### src/rtl/icc_branch_unit.sv
// icc_branch_unit: architectural integer condition codes, Bicc evaluation,
// in-flight setcc scoreboard and delayed-branch redirect/annul control.
// Optional feature macro: ICC_FWD_EN -- lets a branch resolve on the live
// ALU flags in the cycle the last outstanding setcc op retires.
module icc_branch_unit #(
  parameter int ADDR_W = 32
) (
  input  logic              clk,
  input  logic              reset,
  input  logic              setcc_issue,
  input  logic              alu_valid,
  input  logic              alu_setcc,
  input  logic              alu_n,
  input  logic              alu_z,
  input  logic              alu_v,
  input  logic              alu_c,
  input  logic              icc_wr,
  input  logic [3:0]        icc_wdata,
  input  logic              br_valid,
  input  logic [3:0]        br_cond,
  input  logic              br_annul,
  input  logic [ADDR_W-1:0] br_target,
  input  logic              slot_valid,
  output logic              br_ready,
  output logic [3:0]        icc,
  output logic              redirect,
  output logic [ADDR_W-1:0] redirect_pc,
  output logic              annul_slot,
  output logic              cc_err
);

  typedef enum logic {IDLE, DELAY} state_t;

  state_t     state;
  logic [1:0] pend;
  logic       retire;
  logic       accept;
  logic       taken;
  logic [3:0] flags;
  logic [3:0] alu_flags;

  assign retire    = alu_valid & alu_setcc;
  assign alu_flags = {alu_n, alu_z, alu_v, alu_c};

  // Bicc condition: low three bits pick the test, bit 3 complements it
  // (cond 1000 is the complement of "never", i.e. always).
  function automatic logic cond_eval(input logic [3:0] cond, input logic [3:0] f);
    logic n, z, v, c, r;
    {n, z, v, c} = f;
    case (cond[2:0])
      3'd0:    r = 1'b0;
      3'd1:    r = z;
      3'd2:    r = z | (n ^ v);
      3'd3:    r = n ^ v;
      3'd4:    r = c | z;
      3'd5:    r = c;
      3'd6:    r = n;
      default: r = v;
    endcase
    return r ^ cond[3];
  endfunction

`ifdef ICC_FWD_EN
  logic fwd_ok;
  // The only outstanding op retires now and no WRPSR overrides it: use its flags.
  assign fwd_ok   = (pend == 2'd1) & retire & ~icc_wr;
  assign br_ready = (state == IDLE) & ((pend == 2'd0) | fwd_ok);
  assign flags    = fwd_ok ? alu_flags : icc;
`else
  assign br_ready = (state == IDLE) & (pend == 2'd0);
  assign flags    = icc;
`endif

  assign accept = br_valid & br_ready;
  assign taken  = cond_eval(br_cond, flags);

  // Architectural flags: WRPSR has priority over an ALU setcc result.
  always_ff @(posedge clk) begin
    if (reset)       icc <= 4'b0000;
    else if (icc_wr) icc <= icc_wdata;
    else if (retire) icc <= alu_flags;
  end

  // Outstanding setcc scoreboard; saturates and flags any over/underflow stickily.
  always_ff @(posedge clk) begin
    if (reset) begin
      pend   <= 2'd0;
      cc_err <= 1'b0;
    end else begin
      case ({setcc_issue, retire})
        2'b10: if (pend == 2'd3) cc_err <= 1'b1; else pend <= pend + 2'd1;
        2'b01: if (pend == 2'd0) cc_err <= 1'b1; else pend <= pend - 2'd1;
        default: ;
      endcase
    end
  end

  // Branch FSM: accept in IDLE, pulse redirect on entry to DELAY, hold the
  // annul until the delay-slot instruction shows up.
  always_ff @(posedge clk) begin
    if (reset) begin
      state       <= IDLE;
      redirect    <= 1'b0;
      redirect_pc <= '0;
      annul_slot  <= 1'b0;
    end else begin
      redirect <= 1'b0;
      case (state)
        IDLE: begin
          if (accept) begin
            state       <= DELAY;
            redirect    <= taken;
            redirect_pc <= br_target;
            annul_slot  <= br_annul & (~taken | (br_cond == 4'b1000));
          end
        end
        default: begin
          if (slot_valid) begin
            state      <= IDLE;
            annul_slot <= 1'b0;
          end
        end
      endcase
    end
  end

endmodule

### config.mk
export PLATFORM = sky130hd
export DESIGN_NAME = icc_branch_unit
export DESIGN_NICKNAME = d
export VERILOG_FILES = /design/src/rtl/icc_branch_unit.sv
export SDC_FILE = /design/constraint.sdc
export NUM_CORES = 1
export LEC_CHECK = 0
export CAP_MARGIN = 10
export CORE_AREA = 10 10 73 75
export CTS_CLUSTER_SIZE = 12
export DETAILED_ROUTE_END_ITERATION = 10
export DIE_AREA = 0 0 83 85
export DONT_BUFFER_PORTS = 1
export MAX_ROUTING_LAYER = met4
export SLEW_MARGIN = 20
export SYNTH_ARGS = -nofsm -noshare
export SYNTH_HDL_FRONTEND = slang
export SYNTH_SLANG_ARGS = --single-unit
### constraint.sdc
create_clock -name clk -period 1.97 [get_ports clk]
set_clock_uncertainty 0.2 [all_clocks]
set_input_delay 0.591 -clock clk [delete_from_list [all_inputs] [get_ports clk]]
set_output_delay 0.591 -clock clk [all_outputs]
set_load 0.03 [all_outputs]
==> flow_metrics.env, run 1 <==
export IMPL_status="finished, final reports clean"
export IMPL_antenna_found_initial=0
export IMPL_fmax_mhz=531
export IMPL_final_common_cell="nand2_1"
export IMPL_die_area_mm2=0.00706
export IMPL_dr_max_layer_used="met3"
export IMPL_wl_met1_um=1930
export IMPL_viasPerCell=5.23
export IMPL_rsz0062_at_grt="false"
export IMPL_leakagePower_nw=0.678
export IMPL_p_seq_frac=0.582
export IMPL_hp_start="reset"
export IMPL_ys_warn_count=0
export IMPL_synthTopCellsByArea="dfxtp_1 50%, nand2_1 16%, a21oi_1 13%, nor2_1 2.5%, buf_4 1.8%"
export IMPL_regToRegEndpoint="redirect_pc[25]$_SDFFE_PP0P_"
export IMPL_hold_end="icc[1]$_SDFFE_PP0P_"
export IMPL_io_pins=93
export IMPL_final_cell_area_mm2=0.00183
export IMPL_maxCapViolCount=0
export IMPL_vdd_ir_drop_max_uv=478
export IMPL_startpoint_type="register"
export IMPL_dr_first_iter_drc_count=55
export IMPL_syn_area_mm2=0.00168
export IMPL_hold_path_class="input port to register"
export IMPL_ff2ff_path_depth=5
export IMPL_drv_slew=0
export IMPL_clkLatencyLatePin_ns=0.28
export IMPL_hold_ws_ns=0.172
export IMPL_hpwl_um=3280
export IMPL_synth_distinct_cells=28
export IMPL_dr_pass1_iters=4
export IMPL_place_gp_congestion=0.764
export IMPL_grt_pass1_wl_um=6900
export IMPL_path_cells="nor3_2, buf_4"
export IMPL_root_buffer="clkbuf_8"
export IMPL_crit_slowest_cell="dfxtp_1"
export IMPL_yosysTopAreaCellShare=0.500
export IMPL_wl_met3_um=516
export IMPL_core_mm2=0.00391
export IMPL_end_kind="primary output"
export IMPL_placed_area_mm2=0.00174
export IMPL_worst_slew_pin_slew_ns=0.386
export IMPL_ff_latch_area_um2=841
export IMPL_diodes=0
export IMPL_cp_arrival_ns=1.09
export IMPL_critPathBufInv=1
export IMPL_syn_area_per_cell_um2=7.75
export IMPL_critical_path_required_ns=1.18
export IMPL_multi_input_comb_area_um2=764
export IMPL_clk_pin_slew_ns=0.07
export IMPL_clkPwrFrac=0.299
export IMPL_die_y_um=85
export IMPL_row_count=23
export IMPL_cp_top_family="flip-flops"
export IMPL_cts_resized=0
export IMPL_yosysTopAreaCell="dfxtp_1"
export IMPL_cp_max_fo=6
export IMPL_fin_crit_sh=0.957
export IMPL_ant_nets=0
export IMPL_holdBufCountCts=0
export IMPL_final_cell_mix="73 x nand2_1, 45 x a21oi_1, 42 x dfxtp_1"
export IMPL_combPwrFrac=0.119
export IMPL_grt_usage=0.122
export IMPL_finalWirelength_um=4230
export IMPL_cts_buffers_inserted=5
export IMPL_floorplan_initialDensity=0.430
export IMPL_cpPeakStageDelay_ns=0.36
export IMPL_ys_ff_latch=42
export IMPL_crit_reg2reg_launch="pend[0]$_SDFFE_PP0P_"
export IMPL_die_x_um=83
export IMPL_tns_ns=0
export IMPL_whs_path_depth=1
export IMPL_postLayoutCoreUtil=0.469
export IMPL_p_int_mw=1.29
export IMPL_power_per_cell_area_mw_per_mm2=1020
export IMPL_fillers=429
export IMPL_setup_viol=0
export IMPL_grt_ovfl_total=0
export IMPL_port_buffers=0
export IMPL_cts_tree="done"
export IMPL_wire_per_inst_um=15.7
export IMPL_grt_pass1_vias=1386
export IMPL_slew_headroom=0.742
export IMPL_synth_seq_area_share=0.500
export IMPL_area_delta_synth_final_pct=9.08
export IMPL_switching_share=0.309
export IMPL_cts_sinks=42
export IMPL_nNetsFinal=274
export IMPL_met2WireLength_um=1790
export IMPL_grt_max_degree=44
export IMPL_drc=0
export IMPL_h_tree_depth=2
export IMPL_layout_drive_gt1_share=0.0773
export IMPL_hold_violations=0
export IMPL_num_vias=1411
export IMPL_cts_setup_buffers=0
export IMPL_crit_type="register to primary output"
export IMPL_r2r_slack_ns=0.39
export IMPL_clock_path_buffers=2
export IMPL_switching_power_uw=577
export IMPL_fin_crit_ns=1.88
export IMPL_synth_net_count=272
export IMPL_synthCells=217
-- per-stage QoR --
step                      instances  worst slack [ns]  power [mW]
after global routing            270            0.0114        1.99
after detailed placement        262            0.0924        1.34
after CTS                       270            0.0456        1.90
final                           270            0.0853        1.87
after floorplan                 217             0.101        1.29
after global placement          262            0.0761        1.33
-- flip-flops by register name, indices dropped and copies added, names as in the netlist --
register     cells
redirect         1
state            1
pend             2
icc              4
redirect_pc     32
annul_slot       1
cc_err           1
-- metal layers --
metal,GRT usage,vias to the layer above
li1,-,720
met1,0.148,625
met2,0.164,66
met3,0.0755,0
met4,0.0372,0
met5,-,-
-- worst register-to-register path, cell delays in order, from the launching register on --
cell     delay (ns)
dfxtp_1        0.36
nor3_2         0.24
and2_1         0.22
buf_4          0.28
nand2_1        0.09
a21oi_1        0.13
-- power groups by stage --
stage                     clock, mW  combinational, mW  sequential, mW
final                         0.559              0.222            1.09
after global routing          0.629              0.263            1.10
after CTS                     0.586              0.227            1.09
after detailed placement          0              0.227            1.11
after global placement            0              0.222            1.11
after floorplan                   0              0.194            1.09
-- cell families (layout without fill, tap and decap cells) --
group / Yosys count / count (layout) / share of synthesized area
AOI/OAI and AO/OA: 56 / 56 / 0.182
adders and majority gates: 2 / 2 / 0.0149
buffers and inverters: 16 / 19 / 0.0454
and+or+nand+nor: 100 / 100 / 0.253
DFF: 42 / 42 / 0.500
xor gates and xnor gates: 1 / 1 / 0.00521
-- how the worst max path moves through the flow --
stage	slack, ns	startpoint	cells after the start	endpoint
6_report	0.09	pend[0]$_SDFFE_PP0P_	2	br_ready
3_5_place_dp	0.09	alu_valid	6	pend[1]$_SDFFE_PP0P_
5_1_grt	0.01	pend[0]$_SDFFE_PP0P_	2	br_ready
4_1_cts	0.05	pend[1]$_SDFFE_PP0P_	2	br_ready
2_1_floorplan	0.10	alu_valid	6	pend[1]$_SDFFE_PP0P_
3_3_place_gp	0.08	alu_valid	6	pend[1]$_SDFFE_PP0P_
-- cells in the mapped netlist --
cell	instances
nand3b_1	3
buf_4	4
a2111oi_0	1
and2_1	1
o21a_1	2
nand2b_1	3
o21ai_0	2
clkbuf_1	7
inv_1	3
buf_1	1
a211oi_1	1
buf_2	1
dfxtp_1	42
nor3_2	1
o211ai_1	1
o21ai_1	1
o31a_1	1
a31o_1	1
and3_1	1
a21oi_1	45
nor2_1	11
ha_1	2
nand3_1	4
nor4b_1	1
nand2_1	73
nand4b_1	2
xor2_1	1
o2bb2ai_1	1
-- final cells by class --
cell class                      instances  share of cell area
Clock buffer                            6              0.0450
Clock inverter                          2             0.00682
Inverter                                3             0.00614
Multi-Input combinational cell        159               0.417
Sequential cell                        42               0.458
Tap cell                               50              0.0341
Timing Repair Buffer                    8              0.0327
No activity file was read; power rests on OpenSTA's default activity.
==> run 2: changes to the inputs <==
--- a/config.mk
+++ b/config.mk
@@ -6,10 +6,11 @@
 export NUM_CORES = 1
 export LEC_CHECK = 0
 export CAP_MARGIN = 10
-export CORE_AREA = 10 10 73 75
+export CORE_AREA = 2 2 65 67
+export CTS_CLUSTER_DIAMETER = 30
 export CTS_CLUSTER_SIZE = 12
 export DETAILED_ROUTE_END_ITERATION = 10
-export DIE_AREA = 0 0 83 85
+export DIE_AREA = 0 0 67 69
 export DONT_BUFFER_PORTS = 1
 export MAX_ROUTING_LAYER = met4
 export SLEW_MARGIN = 20
==> run 2 against run 1 <==
Compared with the run above: register-to-register slack worse by 0.05 ns; routed wire length is 16% lower; worst hold slack got worse by 0.0068 ns; maximum frequency grew 0.30%; total power rose by 14%; first-iteration DRC count is 67% higher; via count down 2.3%; critical path type unchanged; largest cell class unchanged.
==> flow_metrics.env, run 2 (synthesized netlist as in run 1, its figures left out) <==
export IMPL_fillers=419
export IMPL_fin_crit_ns=1.88
export IMPL_root_buffer="clkbuf_8"
export IMPL_h_tree_depth=2
export IMPL_drc=0
export IMPL_finalWirelength_um=3560
export IMPL_final_cell_area_mm2=0.00187
export IMPL_leakagePower_nw=0.692
export IMPL_setup_viol=0
export IMPL_critical_path_required_ns=1.18
export IMPL_ff_latch_area_um2=841
export IMPL_vdd_ir_drop_max_uv=425
export IMPL_row_count=23
export IMPL_startpoint_type="register"
export IMPL_cts_resized=0
export IMPL_clock_path_buffers=2
export IMPL_dr_first_iter_drc_count=92
export IMPL_antenna_found_initial=0
export IMPL_core_mm2=0.00391
export IMPL_nNetsFinal=272
export IMPL_area_delta_synth_final_pct=11.0
export IMPL_floorplan_initialDensity=0.430
export IMPL_cts_sinks=42
export IMPL_cts_tree="done"
export IMPL_grt_pass1_wl_um=5640
export IMPL_num_vias=1378
export IMPL_largest_register_ffs=32
export IMPL_io_pins=93
export IMPL_status="finished, final reports clean"
export IMPL_ant_nets=0
export IMPL_grt_pass1_vias=1273
export IMPL_power_per_cell_area_mw_per_mm2=1140
export IMPL_largest_register="redirect_pc"
export IMPL_wire_per_inst_um=13.3
export IMPL_grt_ovfl_total=0
export IMPL_dr_pass1_iters=4
export IMPL_p_total_mw=2.12
export IMPL_cp_max_fo=6
export IMPL_worst_slew_pin_slew_ns=0.385
export IMPL_clk_pin_slew_ns=0.08
export IMPL_place_gp_congestion=0.867
export IMPL_viasPerCell=5.14
export IMPL_clkLatencyLatePin_ns=0.29
export IMPL_maxCapViolCount=0
export IMPL_layout_drive_gt1_share=0.0688
export IMPL_drv_slew=0
export IMPL_die_y_um=69
export IMPL_final_cell_mix="73 x nand2_1, 45 x a21oi_1, 42 x dfxtp_1"
export IMPL_tns_ns=0
export IMPL_crit_slowest_cell="dfxtp_1"
export IMPL_reg_top3="redirect_pc (32), icc (4), pend (2)"
export IMPL_cts_buffers_inserted=5
export IMPL_diodes=0
export IMPL_hpwl_um=2470
export IMPL_fin_crit_sh=0.954
export IMPL_holdBufCountCts=0
export IMPL_cp_arrival_ns=1.09
export IMPL_cpPeakStageDelay_ns=0.36
export IMPL_die_area_mm2=0.00462
export IMPL_placed_area_mm2=0.00172
export IMPL_multi_input_comb_area_um2=764
export IMPL_grt_max_degree=44
export IMPL_die_x_um=67
export IMPL_end_kind="primary output"
export IMPL_path_cells="nor3_2, buf_4"
export IMPL_fmax_mhz=532
export IMPL_slew_headroom=0.743
export IMPL_cts_setup_buffers=0
export IMPL_crit_type="register to primary output"
export IMPL_grt_usage=0.162
export IMPL_hold_path_class="input port to register"
export IMPL_hold_violations=0
export IMPL_final_common_cell="nand2_1"
export IMPL_port_buffers=0
export IMPL_rsz0062_at_grt="false"
run 2: cell count changes in the layout (fill, tap and decap cells not counted):
cell        previous run  this run
clkinvlp_4             1         0
bufinv_16              0         2
clkinv_2               1         0
buf_4                  8         6
run 2: critical path, delay by kind of cell, from the launching register on:
family / cells / cell delay [ns]
simple gates: 1 / 0.23
buf+inv: 1 / 0.20
flops: 1 / 0.36
run 2: layout make-up:
class / instances / area share
multi-input combinational: 159 / 0.410
timing repair buffer: 6 / 0.0241
tap: 50 / 0.0335
inverter: 3 / 0.00603
sequential: 42 / 0.450
clock buffer: 6 / 0.0442
clock inverter: 2 / 0.0322
run 2: path summary, 6_finish.rpt:
| path | start | end | slack [ns] | depth (start not counted) |
|---|---|---|---|---|
| hold reg to reg | state$_SDFF_PP0_ | state$_SDFF_PP0_ | 0.30 | 2 |
| setup / recovery | pend[0]$_SDFFE_PP0P_ | br_ready | 0.09 | 2 |
| hold / removal | reset | pend[0]$_SDFFE_PP0P_ | 0.17 | 1 |
| setup reg to reg | pend[0]$_SDFFE_PP0P_ | redirect_pc[0]$_SDFFE_PP0P_ | 0.34 | 5 |
run 2: power breakdown:
part           switching, mW  internal (mW)
logic                  0.129         0.0877
registers              0.166          0.916
clock network          0.283          0.540
run 2: metal layers:
layer  wire length, um  vias to the layer above  part of all wire  global-route usage
met2              1540                       72              0.43               0.242
li1                  -                      719                 -                   -
met1              1510                      578              0.42               0.184
met5                 0                        -                 0                   -
met3               418                        9              0.12              0.0767
met4                94                        0             0.026              0.0703
run 2: stage by stage:
step           setup WS, ns  utilization  cells  hold slack [ns]
5_1_grt             0.00281        0.477    268            0.137
2_1_floorplan         0.101            -    217            0.273
3_5_place_dp        0.00489        0.441    260            0.294
4_1_cts              0.0502        0.477    268            0.149
3_3_place_gp         0.0920        0.441    260            0.286
6_report             0.0909        0.477    268            0.166
